`config.mk`:
```
export PLATFORM = sky130hd
export DESIGN_NAME = endpoint_msg_loader
export DESIGN_NICKNAME = d
export VERILOG_FILES = /design/src/rtl/chiplet_types_pkg.sv /design/src/rtl/bus_req_hold.sv /design/src/rtl/endpoint_msg_loader.sv
export SDC_FILE = /design/constraint.sdc
export NUM_CORES = 1
export LEC_CHECK = 0
export ABC_AREA = 0
export BUFFER_PORTS_ARGS = -buffer_cell sky130_fd_sc_hd__buf_4
export CAP_MARGIN = 10
export CORE_ASPECT_RATIO = 0.6
export CORE_MARGIN = 4
export CORE_UTILIZATION = 29
export CTS_BUF_LIST = sky130_fd_sc_hd__clkbuf_4 sky130_fd_sc_hd__clkbuf_8
export DETAILED_ROUTE_END_ITERATION = 7
export GPL_TIMING_DRIVEN = 0
export SLEW_MARGIN = 20
export SYNTH_ARGS = -nofsm -noshare
export SYNTH_HDL_FRONTEND = slang
export SYNTH_SLANG_ARGS = --single-unit
```
`constraint.sdc`:
```
create_clock -name clk -period 3.1 [get_ports clk]
set_input_delay 0.93 -clock clk [delete_from_list [all_inputs] [get_ports clk]]
set_output_delay 0.93 -clock clk [all_outputs]
set_load 0.03 [all_outputs]
```
`src/rtl/chiplet_types_pkg.sv`:
```
// Shared address map, status codes and state encoding for the endpoint message loader.
// Every endpoint register access in the loader goes through these constants.
package chiplet_types_pkg;

   localparam logic [31:0] PKT_ID_ADDR         = 32'h0000_0000;
   localparam logic [31:0] TX_SEND_ADDR        = 32'h0000_1004;
   localparam logic [31:0] TX_CACHE_START_ADDR = 32'h0000_2000;

   typedef enum logic [1:0] {
      LDR_OK      = 2'd0,
      LDR_BAD_CMD = 2'd1,
      LDR_BUS_ERR = 2'd2
   } loader_status_t;

   typedef enum logic [1:0] {
      ST_IDLE,
      ST_LOAD,
      ST_PTR,
      ST_SEND
   } loader_state_t;

   // Byte address of TX cache word idx.
   function automatic logic [31:0] cache_word_addr(input logic [8:0] idx);
      return TX_CACHE_START_ADDR + {21'b0, idx, 2'b00};
   endfunction

endpackage

```
`src/rtl/bus_req_hold.sv`:
```
// Single outstanding peripheral-bus write request, held stable until the endpoint
// stops stalling; reports the completing cycle and whether it returned an error.
module bus_req_hold (
   input  logic        clk,
   input  logic        n_rst,
   input  logic        issue,
   input  logic [31:0] issue_addr,
   input  logic [31:0] issue_wdata,
   input  logic        bus_request_stall,
   input  logic        bus_error,
   output logic        bus_wen,
   output logic [31:0] bus_addr,
   output logic [31:0] bus_wdata,
   output logic [3:0]  bus_strobe,
   output logic        complete,
   output logic        error
);

   assign complete = bus_wen && !bus_request_stall;
   assign error    = complete && bus_error;

   // A new issue may overwrite the request only in the cycle the old one completes.
   always_ff @(posedge clk or negedge n_rst) begin
      if (!n_rst) begin
         bus_wen    <= 1'b0;
         bus_addr   <= '0;
         bus_wdata  <= '0;
         bus_strobe <= '0;
      end else if (issue) begin
         bus_wen    <= 1'b1;
         bus_addr   <= issue_addr;
         bus_wdata  <= issue_wdata;
         bus_strobe <= 4'hF;
      end else if (complete) begin
         bus_wen    <= 1'b0;
      end
   end

endmodule

```
`src/rtl/endpoint_msg_loader.sv`:
```
// Loads one message into the endpoint TX cache, programs its packet-start pointer
// and fires it through the send register; one command at a time.
module endpoint_msg_loader
   import chiplet_types_pkg::*;
#(
   parameter  int NUM_MSGS        = 4,
   parameter  int CACHE_NUM_WORDS = 128,
   localparam int IDW             = (NUM_MSGS > 1) ? $clog2(NUM_MSGS) : 1
) (
   input  logic           clk,
   input  logic           n_rst,
   input  logic           cmd_valid,
   output logic           cmd_ready,
   input  logic [IDW-1:0] cmd_msg_id,
   input  logic [6:0]     cmd_start_word,
   input  logic [7:0]     cmd_len,
   input  logic           data_valid,
   output logic           data_ready,
   input  logic [31:0]    data_word,
   output logic           done,
   output logic [1:0]     status,
   output logic           bus_wen,
   output logic           bus_ren,
   output logic [31:0]    bus_addr,
   output logic [31:0]    bus_wdata,
   output logic [3:0]     bus_strobe,
   input  logic [31:0]    bus_rdata,
   input  logic           bus_error,
   input  logic           bus_request_stall
);

   loader_state_t  state, state_next;
   loader_status_t status_q, finish_status;
   logic [IDW-1:0] msg_id;
   logic [6:0]     start_word;
   logic [7:0]     len;
   logic [7:0]     issued;
   logic [7:0]     written;
   logic           finish, accept_cmd, data_fire;
   logic           issue, req_complete, req_error;
   logic [31:0]    issue_addr, issue_wdata;
   logic [8:0]     end_sum;
   logic           cmd_bad;
   logic           unused_bus_rdata;

   assign unused_bus_rdata = ^bus_rdata;
   assign bus_ren          = 1'b0;
   assign status           = status_q;
   assign end_sum          = {2'b0, cmd_start_word} + {1'b0, cmd_len};
   assign cmd_bad          = (cmd_len == 8'd0) || (end_sum > 9'(CACHE_NUM_WORDS));
   assign data_fire        = data_valid && data_ready;

   // Request register doubles as the one-word holding register during LOAD.
   bus_req_hold u_req (
      .clk               (clk),
      .n_rst             (n_rst),
      .issue             (issue),
      .issue_addr        (issue_addr),
      .issue_wdata       (issue_wdata),
      .bus_request_stall (bus_request_stall),
      .bus_error         (bus_error),
      .bus_wen           (bus_wen),
      .bus_addr          (bus_addr),
      .bus_wdata         (bus_wdata),
      .bus_strobe        (bus_strobe),
      .complete          (req_complete),
      .error             (req_error)
   );

   always_comb begin
      state_next    = state;
      finish        = 1'b0;
      finish_status = LDR_OK;
      accept_cmd    = 1'b0;
      issue         = 1'b0;
      issue_addr    = '0;
      issue_wdata   = '0;
      data_ready    = 1'b0;
      cmd_ready     = (state == ST_IDLE) && !done;
      case (state)
         ST_IDLE: begin
            if (cmd_valid && cmd_ready) begin
               accept_cmd = 1'b1;
               if (cmd_bad) begin
                  finish        = 1'b1;
                  finish_status = LDR_BAD_CMD;
               end else begin
                  state_next = ST_LOAD;
               end
            end
         end
         ST_LOAD: begin
            data_ready = (issued < len) && (!bus_wen || req_complete);
            if (req_error) begin
               state_next    = ST_IDLE;
               finish        = 1'b1;
               finish_status = LDR_BUS_ERR;
            end else if (req_complete && (written + 8'd1 == len)) begin
               state_next  = ST_PTR;
               issue       = 1'b1;
               issue_addr  = PKT_ID_ADDR + 32'({msg_id, 2'b00});
               issue_wdata = {23'b0, start_word, 2'b00};
            end else if (data_fire) begin
               issue       = 1'b1;
               issue_addr  = cache_word_addr({2'b0, start_word} + {1'b0, issued});
               issue_wdata = data_word;
            end
         end
         ST_PTR: begin
            if (req_error) begin
               state_next    = ST_IDLE;
               finish        = 1'b1;
               finish_status = LDR_BUS_ERR;
            end else if (req_complete) begin
               state_next  = ST_SEND;
               issue       = 1'b1;
               issue_addr  = TX_SEND_ADDR;
               issue_wdata = 32'(msg_id);
            end
         end
         ST_SEND: begin
            if (req_complete) begin
               state_next    = ST_IDLE;
               finish        = 1'b1;
               finish_status = req_error ? LDR_BUS_ERR : LDR_OK;
            end
         end
         default: state_next = ST_IDLE;
      endcase
   end

   always_ff @(posedge clk or negedge n_rst) begin
      if (!n_rst) begin
         state      <= ST_IDLE;
         status_q   <= LDR_OK;
         done       <= 1'b0;
         msg_id     <= '0;
         start_word <= '0;
         len        <= '0;
         issued     <= '0;
         written    <= '0;
      end else begin
         state <= state_next;
         done  <= finish;
         if (finish)
            status_q <= finish_status;
         if (accept_cmd) begin
            msg_id     <= cmd_msg_id;
            start_word <= cmd_start_word;
            len        <= cmd_len;
            issued     <= '0;
            written    <= '0;
         end else if (state == ST_LOAD) begin
            if (data_fire)
               issued <= issued + 8'd1;
            if (req_complete)
               written <= written + 8'd1;
         end
      end
   end

endmodule

```
* Word-level counts from Yosys, hierarchy flattened
Index checks and enable logic that the tools add are counted.
W data, S select, Z words.
** Storage, ports and cells
- Flip-flop bits (word level) :: 104
- Latch bits :: 0
- Bits in writable memories :: 0
- Bits in read-only memories :: 0
- Bits of input ports :: 87
- Output and inout port bits :: 75
- Word-level logic and storage cells :: 96
- Memories kept :: 0
** Operators by class
- $add $sub $neg :: 5
- Multipliers :: 0
- Divide/modulo/power cells :: 0
- Order comparisons :: 2
- Equal/unequal tests :: 9
- Shift-type cells :: 0
- Muxes and demuxes :: 46
- Bitwise gates (word level) :: 0
- Reduce and logical (&&, ||, !) cells :: 22
** Operator list (count)
- $mux W32 :: 3
- $pmux W32 S2 :: 1
- $mux W8 :: 6
- $mux W15 :: 3
- $pmux W15 S2 :: 1
- $mux W13 :: 2
- $mux W2 :: 11
- $add A7 B8 Y9 :: 2
- $add A8 B1 Y8 const B :: 2
- $add A14 B11 Y15 const A :: 1
- $mux W1 :: 15
- $gt A9 B8 Y1 const B :: 1
- $eq A8 B8 Y1 :: 1
- $logic_not A8 Y1 :: 1
- $lt A8 B8 Y1 :: 1
- $pmux W2 S4 :: 1
- $reduce_bool A2 Y1 :: 4
- $logic_and A1 B1 Y1 :: 7
- $ne A3 B3 Y1 const B :: 2
- $pmux W2 S3 :: 1
- $reduce_and A5 Y1 :: 1
- $eq A2 B2 Y1 const B :: 2
- $ne A2 B2 Y1 const B :: 2
- $reduce_and A2 Y1 :: 2
- other kinds (8) :: 11

* Depth between registers and ports, before layout
- Depth in word-level cells :: 11
- Mapped depth :: 10
- Depth with buffers taken out :: 9

* By module
Synthesis repeated with hierarchy kept, for this count alone.
** Unflattened totals
- Cells, all modules :: 488
- Area total of the unflattened synthesis :: 5723.0 um2
** By module, submodules not included
- endpoint_msg_loader :: times used 1, cells an instance 344, area each 3090.5 um2, sequential area each 950.9 um2
- bus_req_hold :: times used 1, cells an instance 144, area each 2632.5 um2, sequential area each 1651.6 um2

* Least setup slack after synthesis
OpenSTA, ideal clock, no wires.
- Kind :: input to register
- Start point :: input port cmd_start_word[0]
- End point :: register state[1]
- Library setup time :: 0.120 ns
- Arrival :: 3.028 ns
- Required time :: 2.980 ns
- Slack :: -0.048 ns
- Stages :: 9
- Buffers on the path :: 0
- Path through :: ha_1 fa_1 a21o_1 a221oi_1 o211ai_1 o31a_1 nor3_1 o211ai_1 a31o_1
** On the way
- Longest elaborated chain between the ends :: 5
** Ends and longest elaborated chain
- start: declaration :: line endpoint_msg_loader.sv:15 : input logic [6:0] cmd_start_word,
- $add A7 B8 Y9 :: line endpoint_msg_loader.sv:49 : assign end_sum = {2'b0, cmd_start_word} + {1'b0, cmd_len};
- $gt A9 B8 Y1 :: line endpoint_msg_loader.sv:50 : assign cmd_bad = (cmd_len == 8'd0) || (end_sum > 9'(CACHE_NUM_WORDS));
- $logic_or A1 B1 Y1 :: line endpoint_msg_loader.sv:50
- $ne A2 B2 Y1 (no line)
- $reduce_and A5 Y1 (no line)
- end signal: assignment :: line endpoint_msg_loader.sv:143 : state <= state_next;
- end: declaration :: line endpoint_msg_loader.sv:32 : loader_state_t state, state_next;
Every way passes these cells.
A chain may end at the register's enable or synchronous reset.

* Worst setup path in the final report
Same ends and word-level chain as after synthesis.

==> results.py <==
metrics = {
    "outcome": {
        "status": "finished, final reports clean",
    },
    "grt": {
        "grt.overflow.total": 0,
        "grt_use_met3": 0.0384,
        "largest_net_degree_at_the_start_of_global_routing": 84,
        "grt_antenna_before_repair": 0,
        "globalRouteMet1Util": 0.243,
        "grt_pass1_wl_mm": 22.8,
        "first_global_vias": 4111,
        "grt.met2_usage": 0.199,
        "globalRoute.busiestLayer": "met1",
        "globalRouteTotalUtil": 0.150,
    },
    "timing": {
        "pins_over_slew_limit": 0,
        "final.period_utilization": 0.988,
        "fin_worst_skew_ps": 12.8,
        "final-setup-viol-count": 0,
        "setup_slack_ps": 38.4,
        "timing.final.hold_violations": 0,
        "worst_tran_pin_value_ps": 789,
        "timing.max_slew.rel_slack": 0.474,
        "finalCriticalPeriod_ps": 3060,
        "max_freq_ghz": 0.327,
        "setup_repair_after_global_routing_missed_its_margin": "yes",
    },
    "critical_path": {
        "crit_path_max_fanout": 3,
        "rrSetupSlack_ps": 190,
        "reg2reg_depth": 9,
        "end_kind": "flop",
        "critPathRequiredTime_ps": 3340,
        "cpPeakStageDelay_ps": 350,
        "setup.worst_path.start_class": "primary input",
        "arrival_time_at_the_worst_endpoint_ps": 3300,
        "cp_top_family": "compound AO/OA/AOI/OAI gates",
        "critical_path_cell_list": "buf_4 > ha_1 > fa_2 > a21o_1 > a221oi_2 > xnor2_1 > o31a_1 > nor3_4 > o211ai_1 > a31o_1",
        "worst-setup-path-type": "primary input to flop",
        "critical_path.slowest_cell": "sky130_fd_sc_hd__fa_2",
        "reg2reg_from": "written[0]",
        "worstPathBufferInverterCount": 1,
        "timing.critical_path.depth": 10,
        "crit-reg2reg-capture": "u_req.bus_wdata[8]",
    },
    "place": {
        "detailed_place.area_um2": 6060,
        "dp_slack_ps": -500,
        "final_gp_congestion": 0.869,
        "port_buffers": 107,
        "place_hpwl_mm": 11.5,
    },
    "pwr": {
        "max-vdd-ir-drop_v": 0.000408,
        "p_comb_frac": 0.534,
        "total_switching_power_mw": 2.51,
        "p_leak_nw": 2.96,
        "totalPowerFinal_mw": 5.54,
        "pwr-share-clk": 0.132,
        "cellInternalPower_mw": 3.03,
        "power.share.sequential": 0.334,
        "cellPowerDensity_nw_per_um2": 876,
        "power.switching_fraction": 0.453,
    },
    "synthesis": {
        "netlist_area_um2": 4890,
        "yosys_reg_bits": 83,
        "yosysUniqueCellTypes": 70,
        "synth_flop_cell": "sky130_fd_sc_hd__dfrtp_1",
        "avgSynthCellArea_um2": 10.3,
        "synthesis.instances": 474,
        "synth_edf_count": 0,
        "biggest_area_contributors_in_the_synthesized_netlist": "sky130_fd_sc_hd__dfrtp_1, sky130_fd_sc_hd__ha_1, sky130_fd_sc_hd__a32o_1, sky130_fd_sc_hd__buf_4, sky130_fd_sc_hd__nand2_1",
        "synth_top_cell_by_area": "sky130_fd_sc_hd__dfrtp_1",
        "synth_sequential_area_ratio": 0.425,
        "async_flop_share": 1.00,
        "yosysTopAreaCellShare": 0.425,
        "synth_warn": 0,
    },
    "worst_hold_path": {
        "hp-start": "status[0]",
        "whs_path_depth": 1,
        "min_to": "status[0]",
        "hold_path.class": "flop to flop",
    },
    "floorplan": {
        "fp-row-count": 36,
        "top_level_ports": 162,
        "chipWidth_um": 176,
        "die_height_um": 109,
        "core_area_um2": 16400,
        "floorplan.initialDensity": 0.298,
        "dieArea_um2": 19100,
    },
    "clock_tree": {
        "htree_levels": 3,
        "root_buffer": "sky130_fd_sc_hd__clkbuf_8",
        "cts_sinks": 83,
        "cts.clk_slew.worst_paths_ps": 90,
        "clock_insertion_delay_worst_skew_ps": 360,
        "cts_buffer_depth": 2,
        "cts_buffers": 9,
        "tritoncts": "done",
    },
    "route": {
        "drt_wl_total_mm": 14.6,
        "detail_route.iter0.violations": 410,
        "route.detailed.vias_per_inst": 5.01,
        "routed-via-count": 4266,
        "ant_nets": 0,
        "wl_per_cell_um": 17.2,
        "drtPass1Iterations": 5,
        "detail_route.drc_violations": 0,
    },
    "layout": {
        "antenna_fix_cells": 0,
        "nNetsFinal": 735,
        "final_design_area_no_fill_um2": 6330,
        "final_util": 0.386,
        "most-common-layout-cells": "sky130_fd_sc_hd__buf_4, sky130_fd_sc_hd__dfrtp_1, sky130_fd_sc_hd__nand2_1, sky130_fd_sc_hd__a32o_1, sky130_fd_sc_hd__ha_1",
        "fillerInstances": 1684,
        "area_growth_pct": 29.3,
        "layout_commonest_cell": "sky130_fd_sc_hd__buf_4",
        "drive_above_1_share": 0.324,
    },
    "job": {
        "maxCapViolations": 0,
    },
}
worst max path at each step:
| stage | from | endpoint | slack, ps |
|---|---|---|---|
| global placement | cmd_start_word[0] | state[1] | -480 |
| detailed placement | cmd_start_word[0] | state[1] | -500 |
| global route | cmd_start_word[0] | state[1] | -20 |
| CTS | cmd_start_word[0] | state[1] | 9 |
| finish | cmd_start_word[0] | state[1] | 40 |
| floorplan | cmd_start_word[0] | state[1] | 20 |
worst reg2reg max path, delay by kind of cell (launching register included):
family,cells,cell delay (ps)
flops,1,470
simple gates,2,620
buf+inv,1,270
xor+xnor,1,160
compound gates,4,890
fa+ha+maj,1,370
sequential cells by signal (all words and copies together), names as in the netlist, 7 cells and up:
name and flops:
issued 8, len 8, start_word 7, u_req.bus_addr 11, u_req.bus_wdata 32, written 8
per-stage QoR:
step | hold WS (ps) | setup TNS [ps] | instances
after floorplan | 461 | 0 | 495
after global placement | 469 | -1880 | 830
after detailed placement | 480 | -1930 | 830
after CTS | 502 | 0 | 849
after global routing | 537 | -24.1 | 851
final | 496 | 0 | 851
cell usage after synthesis (all sizes together), types with 3 or more instances:
library cell,count
a2111oi,5
a211oi,3
a21o,8
a21oi,23
a31o,4
a31oi,10
a32o,29
and2,6
and3,14
buf,36
clkbuf,13
dfrtp,83
ha,28
inv,20
mux2,10
nand2,31
nand3,10
nand3b,4
nand4,3
nor2,14
nor2b,6
nor3,7
nor4,5
o211ai,3
o21ai,21
o22ai,9
or2,3
or3,7
xnor2,12
xor2,8
metal layers:
layer | wire length (um) | part of all wire
met1 | 7680 | 0.53
met2 | 5750 | 0.39
met3 | 1130 | 0.077
met4 | 60 | 0.0041
met5 | 0 | 0
cell type report:
type	instances	area [um^2]	share of cell area
Multi-Input combinational cell	343	2530	0.400
Clock inverter	6	47.5	0.00752
Buffer	49	328	0.0518
Sequential cell	83	2080	0.329
Clock buffer	10	131	0.0208
Timing Repair Buffer	112	848	0.134
Tap cell	228	285	0.0451
Inverter	20	75.1	0.0119
cells by family (layout without fill, tap and decap cells):
| kind of cell | Yosys count | count (layout) | share of synthesized area |
|---|---|---|---|
| compound gates | 141 | 141 | 0.218 |
| simple gates | 119 | 119 | 0.134 |
| xor+xnor | 20 | 20 | 0.0358 |
| mux | 11 | 11 | 0.0251 |
| fa+ha+maj | 30 | 30 | 0.0798 |
| buf+inv | 69 | 197 | 0.0823 |
| other cells | 1 | 22 | 0.000767 |
| flops | 83 | 83 | 0.425 |
power groups by stage:
stage / combinational (mW) / clock, mW / sequential [mW]
after floorplan: 1.40 / 0 / 2.30
after global placement: 2.83 / 0 / 1.86
after detailed placement: 2.88 / 0 / 1.87
after CTS: 2.93 / 0.754 / 1.84
after global routing: 3.19 / 0.802 / 1.90
final: 2.96 / 0.731 / 1.85
timing repair:
item                                    4_1_cts  5_1_grt
resized for setup                             3        9
pin swaps                                     2        8
endpoints found under the setup margin        4        5
setup buffers                                 3        2
hold buffers                                  0        0
Power figures use the tool's default switching activity.
